## config.mk

```make
export PLATFORM = sky130hd
export DESIGN_NAME = cpstr_unesc_flat
export DESIGN_NICKNAME = d
export VERILOG_FILES = /design/src/rtl/cpstr_unesc_pkg.sv /design/src/rtl/cpstr_unesc_if.sv /design/src/rtl/cpstr_out_reg.sv /design/src/rtl/cpstr_unesc.sv /design/src/flat_wrapper.sv
export SDC_FILE = /design/constraint.sdc
export NUM_CORES = 1
export LEC_CHECK = 0
export BUFFER_PORTS_ARGS = -buffer_cell sky130_fd_sc_hd__buf_4
export CORE_UTILIZATION = 46
export DETAILED_ROUTE_END_ITERATION = 10
export PLACE_DENSITY = 0.79
export SLEW_MARGIN = 20
export SYNTH_ARGS = -nofsm -noshare
export SYNTH_HDL_FRONTEND = slang
export SYNTH_HIERARCHICAL = 1
export SYNTH_SLANG_ARGS = --single-unit
```

## constraint.sdc

```tcl
create_clock -name i_clk -period 2 [get_ports i_clk]
set_clock_uncertainty 0.1 [all_clocks]
set_input_delay 0.2 -clock i_clk [delete_from_list [all_inputs] [get_ports i_clk]]
set_output_delay 0.2 -clock i_clk [all_outputs]
set_load 0.01 [all_outputs]
```

## src/rtl/cpstr_unesc_pkg.sv

```systemverilog
// Shared definitions for the cpstr unescaper: byte type, default escape
// character, FSM state encoding and small helpers.
package cpstr_unesc_pkg;

    localparam int unsigned BYTE_W     = 8;
    localparam int unsigned STAT_W_DEF = 16;

    typedef logic [BYTE_W-1:0] byte_t;

    // Escape byte shared with the transmit-side escaper
    localparam byte_t CPSTR_ESC_CHAR = 8'h1B;

    // Receive FSM: waiting for a byte, or holding a pending ESC
    typedef enum logic {
        ST_IDLE     = 1'b0,
        ST_ESC_SEEN = 1'b1
    } state_e;

    // True when the byte matches the configured escape value
    function automatic logic is_esc(input byte_t b, input byte_t esc);
        return b == esc;
    endfunction

endpackage

```

## src/rtl/cpstr_unesc_if.sv

```systemverilog
// Byte-stream bundle for cpstr_unesc: escaped input plus data and emit
// output channels, each with valid/ready.
interface cpstr_unesc_if;
    import cpstr_unesc_pkg::*;

    byte_t i_data;
    logic  i_valid;
    logic  o_ready;
    byte_t o_data;
    logic  o_valid;
    logic  i_ready;
    byte_t o_emit_data;
    logic  o_emit_valid;
    logic  i_emit_ready;
    logic  o_esc_pending;

    // Unescaper side
    modport slave (
        input  i_data, i_valid, i_ready, i_emit_ready,
        output o_ready, o_data, o_valid, o_emit_data, o_emit_valid, o_esc_pending
    );

    // Link receiver / consumer side
    modport master (
        output i_data, i_valid, i_ready, i_emit_ready,
        input  o_ready, o_data, o_valid, o_emit_data, o_emit_valid, o_esc_pending
    );

endinterface

```

## src/rtl/cpstr_out_reg.sv

```systemverilog
// One-entry valid/ready output register. A load fills the slot; the slot
// empties when the consumer takes the byte. o_free_c tells the producer the
// slot can be written this cycle.
module cpstr_out_reg
    import cpstr_unesc_pkg::*;
(
    input  logic  i_clk,
    input  logic  i_rst_n,
    input  logic  i_load,
    input  byte_t i_load_data,
    input  logic  i_ready,
    output logic  o_valid,
    output byte_t o_data,
    output logic  o_free_c
);

    // Slot is writable when empty or being drained this cycle
    assign o_free_c = !o_valid || i_ready;

    // Hold the byte until the consumer accepts it; data stays put while stalled
    always_ff @(posedge i_clk) begin
        if (!i_rst_n) begin
            o_valid <= 1'b0;
            o_data  <= '0;
        end else if (i_load) begin
            o_valid <= 1'b1;
            o_data  <= i_load_data;
        end else if (i_ready) begin
            o_valid <= 1'b0;
        end
    end

endmodule

```

## src/rtl/cpstr_unesc.sv

```systemverilog
// cpstr_unesc: splits an escaped byte stream into a data stream and an
// emit (command) stream. ESC,ESC -> data ESC; ESC,X -> emit X; else data.
// Optional statistics counters are built when CPSTR_UNESC_STATS_EN is defined.
module cpstr_unesc
    import cpstr_unesc_pkg::*;
#(
    parameter byte_t ESC_CHAR = CPSTR_ESC_CHAR
`ifdef CPSTR_UNESC_STATS_EN
    ,
    parameter int unsigned STAT_W = STAT_W_DEF
`endif
)
(
    input  logic i_clk,
    input  logic i_rst_n,
    cpstr_unesc_if.slave bus
`ifdef CPSTR_UNESC_STATS_EN
    ,
    output logic [STAT_W-1:0] o_stat_data,
    output logic [STAT_W-1:0] o_stat_emit
`endif
);

    state_e state;
    logic   accept_c;
    logic   byte_is_esc_c;
    logic   data_free_c;
    logic   emit_free_c;
    logic   data_load_c;
    logic   emit_load_c;
    byte_t  data_load_val_c;

    // Input is taken only when both output slots can absorb whatever it produces
    assign bus.o_ready    = data_free_c && emit_free_c;
    assign accept_c       = bus.i_valid && bus.o_ready;
    assign byte_is_esc_c  = is_esc(bus.i_data, ESC_CHAR);
    assign bus.o_esc_pending = (state == ST_ESC_SEEN);

    // Decode which output register an accepted byte lands in
    always_comb begin
        data_load_c     = 1'b0;
        emit_load_c     = 1'b0;
        data_load_val_c = bus.i_data;
        if (accept_c) begin
            unique case (state)
                ST_IDLE: begin
                    data_load_c = !byte_is_esc_c;
                end
                ST_ESC_SEEN: begin
                    if (byte_is_esc_c) begin
                        data_load_c     = 1'b1;
                        data_load_val_c = ESC_CHAR;
                    end else begin
                        emit_load_c = 1'b1;
                    end
                end
                default: begin
                    data_load_c = 1'b0;
                end
            endcase
        end
    end

    // Escape-tracking FSM; a lone ESC waits indefinitely for its partner
    always_ff @(posedge i_clk) begin
        if (!i_rst_n) begin
            state <= ST_IDLE;
        end else if (accept_c) begin
            unique case (state)
                ST_IDLE:     state <= byte_is_esc_c ? ST_ESC_SEEN : ST_IDLE;
                ST_ESC_SEEN: state <= ST_IDLE;
                default:     state <= ST_IDLE;
            endcase
        end
    end

    // Data channel output register
    cpstr_out_reg u_data_reg (
        .i_clk       (i_clk),
        .i_rst_n     (i_rst_n),
        .i_load      (data_load_c),
        .i_load_data (data_load_val_c),
        .i_ready     (bus.i_ready),
        .o_valid     (bus.o_valid),
        .o_data      (bus.o_data),
        .o_free_c    (data_free_c)
    );

    // Emit channel output register
    cpstr_out_reg u_emit_reg (
        .i_clk       (i_clk),
        .i_rst_n     (i_rst_n),
        .i_load      (emit_load_c),
        .i_load_data (bus.i_data),
        .i_ready     (bus.i_emit_ready),
        .o_valid     (bus.o_emit_valid),
        .o_data      (bus.o_emit_data),
        .o_free_c    (emit_free_c)
    );

`ifdef CPSTR_UNESC_STATS_EN
    // Count delivered bytes per channel, wrapping at the counter width
    always_ff @(posedge i_clk) begin
        if (!i_rst_n) begin
            o_stat_data <= '0;
            o_stat_emit <= '0;
        end else begin
            if (bus.o_valid && bus.i_ready) begin
                o_stat_data <= o_stat_data + STAT_W'(1);
            end
            if (bus.o_emit_valid && bus.i_emit_ready) begin
                o_stat_emit <= o_stat_emit + STAT_W'(1);
            end
        end
    end
`endif

endmodule

```

## src/flat_wrapper.sv

```systemverilog
// flat-port wrapper written by rule: the top's interface ports become plain ports
module cpstr_unesc_flat import cpstr_unesc_pkg::*;
#(
    parameter byte_t ESC_CHAR = CPSTR_ESC_CHAR

)
  (i_clk, i_rst_n, bus_i_data, bus_i_valid, bus_i_ready, bus_i_emit_ready, bus_o_ready, bus_o_data, bus_o_valid, bus_o_emit_data, bus_o_emit_valid, bus_o_esc_pending);
  cpstr_unesc_if bus_i ();
  input  logic i_clk;
  input  logic i_rst_n;
  input wire logic [$bits(bus_i.i_data)-1:0] bus_i_data;
  input wire logic [$bits(bus_i.i_valid)-1:0] bus_i_valid;
  input wire logic [$bits(bus_i.i_ready)-1:0] bus_i_ready;
  input wire logic [$bits(bus_i.i_emit_ready)-1:0] bus_i_emit_ready;
  output wire logic [$bits(bus_i.o_ready)-1:0] bus_o_ready;
  output wire logic [$bits(bus_i.o_data)-1:0] bus_o_data;
  output wire logic [$bits(bus_i.o_valid)-1:0] bus_o_valid;
  output wire logic [$bits(bus_i.o_emit_data)-1:0] bus_o_emit_data;
  output wire logic [$bits(bus_i.o_emit_valid)-1:0] bus_o_emit_valid;
  output wire logic [$bits(bus_i.o_esc_pending)-1:0] bus_o_esc_pending;
  assign bus_i.i_data = bus_i_data;
  assign bus_i.i_valid = bus_i_valid;
  assign bus_i.i_ready = bus_i_ready;
  assign bus_i.i_emit_ready = bus_i_emit_ready;
  assign bus_o_ready = bus_i.o_ready;
  assign bus_o_data = bus_i.o_data;
  assign bus_o_valid = bus_i.o_valid;
  assign bus_o_emit_data = bus_i.o_emit_data;
  assign bus_o_emit_valid = bus_i.o_emit_valid;
  assign bus_o_esc_pending = bus_i.o_esc_pending;
  cpstr_unesc #(.ESC_CHAR(ESC_CHAR)) u_core (.i_clk(i_clk), .i_rst_n(i_rst_n), .bus(bus_i));
endmodule
```

==> results.json <==
{
  "cts_made_buffers": 3,
  "grt_pass1_vias": 512,
  "ys_types": 15,
  "wl_per_cell_microns": 11.39,
  "hpwl_mm": 1.149,
  "core_area_sq_um": 1708,
  "drc": 1,
  "status": "finished, violations left",
  "clk_latency_ps": 280,
  "vias": 610,
  "cts.path.max_buffers": 2,
  "grt_usage_pct": 16.02,
  "h-tree-depth": 1,
  "drtIter0Drc": 10,
  "hold_ws_ps": 89.95,
  "n_fill_cell": 152,
  "yosysSeqAreaShare_pct": 45.51,
  "cts_sinks": 19,
  "slew_violations": 0,
  "min_path_type": "input pin to flip-flop",
  "antenna_found_initial": 0,
  "ioPinCount": 33,
  "ctsRootBufferMaster": "clkbuf_4",
  "syn_area_sq_um": 835.8,
  "clkSlewWorstSetupHoldPaths_ps": 100,
  "row_count": 15,
  "fmax_mhz": 600.5,
  "min_period_over_period_pct": 83.27,
  "setup_viol_count_final": 0,
  "worst_slack_ps": 334.6,
  "die_h_microns": 44.63,
  "grt_pass1_wl_mm": 2.311,
  "area_growth_pct": 29.34,
  "drtAntennaViolNets": 0,
  "syn_inst": 81,
  "syn_nets": 96,
  "max_stage_delay_ps": 430,
  "ir_drop_v": 0.0004968,
  "postSynthAreaPerCell_sq_um": 10.32,
  "criticalPathCategory": "flip-flop to flip-flop",
  "crit_path_end_kind": "flip-flop",
  "synth_top_cell_area_share_pct": 45.51,
  "grt_start_max_net_pins": 21,
  "power.leakage_nw": 0.4577,
  "first_pass_iters": 7,
  "tightest_slew_ps": 520.8,
  "dieArea_sq_um": 1991,
  "initial_core_util_pct": 48.94,
  "cp_data_arrival_time_ps": 1750,
  "fin_nets": 123,
  "die_x_microns": 44.63,
  "fin_crit_ps": 1665,
  "drt-total-wl_mm": 1.504,
  "fin_setup_tns_ps": 0,
  "ys_ff_latch": 19,
  "port_buffers": 32,
  "yosys-top-cells-area": "dfxtp_1, mux2i_1, nor2b_1",
  "layout-drive-gt1-share_pct": 33.64,
  "ctsResizeCount": 0,
  "violations": "DRC",
  "tritoncts": "yes",
  "critPathSlowestCell": "and2_1",
  "critPathMaxFanout": 9,
  "ctsHoldBuffers": 0,
  "required_ps": 2080,
  "ys_warn_count": 6,
  "place_ws_ps": 84.33,
  "vias_per_cell": 4.621,
  "p_per_area_nw_per_um2": 619.4,
  "maxCapViolCount": 0,
  "slew_headroom_pct": 65.28,
  "yosysTopAreaCell": "dfxtp_1",
  "rsz0062_at_grt": "false",
  "hold_viol_final": 0,
  "globalplace.congestion": 0.7173,
  "crit_chain": "inv_1 > ha_1 > and2_1 > mux2i_1 > nor2b_1",
  "cts_setup_buffers": 0,
  "grt-ovfl-total": 0,
  "critPathLaunchType": "flip-flop",
  "antenna_cells": 0
}
-- power by group --
group	switching, mW	leakage (nW)	total (mW)	internal [mW]
Sequential	0.00627	0.155	0.396	0.390
Clock	0.106	0.0150	0.183	0.0774
Combinational	0.0386	0.288	0.0902	0.0517
-- area by class of cell --
class / instances / area (sq um) / area share, %
Tap cell: 25 / 31.28 / 2.894
Sequential cell: 19 / 380.4 / 35.19
Multi-Input combinational cell: 49 / 391.6 / 36.23
Inverter: 3 / 11.26 / 1.042
Timing Repair Buffer: 32 / 240.2 / 22.22
Clock buffer: 4 / 26.28 / 2.431
-- registers in the layout, summed over array words and instances (netlist names) --
signal,count
u_core/u_data_reg/o_data,8
u_core/u_emit_reg/o_data,8
u_core/bus.o_esc_pending,1
u_core/u_data_reg/o_valid,1
u_core/u_emit_reg/o_valid,1
-- worst max-delay path, delay by kind of cell (launching register included) --
kind	cells	cell delay, ps
and+or+nand+nor	2	490
DFF	1	390
adders and majority gates	1	270
muxes	1	250
buffers and inverters	1	60
-- synthesized netlist by cell type --
| library cell | number |
|---|---|
| and2_1 | 3 |
| nand2b_1 | 2 |
| ha_1 | 2 |
| a21boi_0 | 2 |
| nand4_1 | 1 |
| and3_1 | 1 |
| nand2_1 | 2 |
| mux2i_1 | 17 |
| dfxtp_1 | 19 |
| inv_1 | 3 |
| and4_1 | 1 |
| nor2b_1 | 17 |
| clkbuf_1 | 8 |
| nor4b_2 | 1 |
| buf_6 | 2 |
-- cell usage in the layout (no fill, tap or decap), drive strengths merged, types with 3 or more instances in the layout --
cell type and count:
and2 3, buf 32, clkbuf 4, dfxtp 19, inv 3, mux2i 17
nor2b 17
-- through the flow --
stage | utilization [%] | area [sq um] | power [mW] | cells
finish | 63.30 | 1081 | 0.6696 | 132
global route | 63.30 | 1081 | 0.7020 | 132
CTS | 63.30 | 1081 | 0.6787 | 132
detailed placement | 61.76 | 1055 | 0.4958 | 128
global placement | 61.76 | 1055 | 0.4950 | 128
floorplan | - | 835.8 | 0.4521 | 81
-- cells by family (layout without fill, tap and decap cells) --
logic type      after synthesis  count (layout)  share of synthesized area (%)
fa+ha+maj                     2               2                          2.994
buf+inv                      13              39                          7.635
compound gates                2               2                          1.796
mux                          17              17                          20.36
flops                        19              19                          45.51
simple gates                 28              28                          21.71
-- final timing paths --
| kind | from | to | slack (ps) | cells past startpoint |
|---|---|---|---|---|
| worst max-delay path | u_core/bus.o_esc_pending | u_core/u_data_reg/o_data[2] | 330 | 5 |
| worst min-delay path | bus_i_data[4] | u_core/u_data_reg/o_data[4] | 90 | 3 |
| worst max register to register | u_core/bus.o_esc_pending | u_core/u_data_reg/o_data[2] | 330 | 5 |
| worst min register to register | u_core/bus.o_esc_pending | u_core/bus.o_esc_pending | 400 | 2 |
-- layer usage --
layer	wire length [microns]	share of wire (%)	vias to the layer above	global-route usage, %
li1	-	-	315	-
met1	703	47	278	21.20
met2	742	49	17	25.59
met3	58	3.9	0	3.673
met4	0	0	0	5.455
met5	0	0	-	0
(Power assumes the default switching activity.)
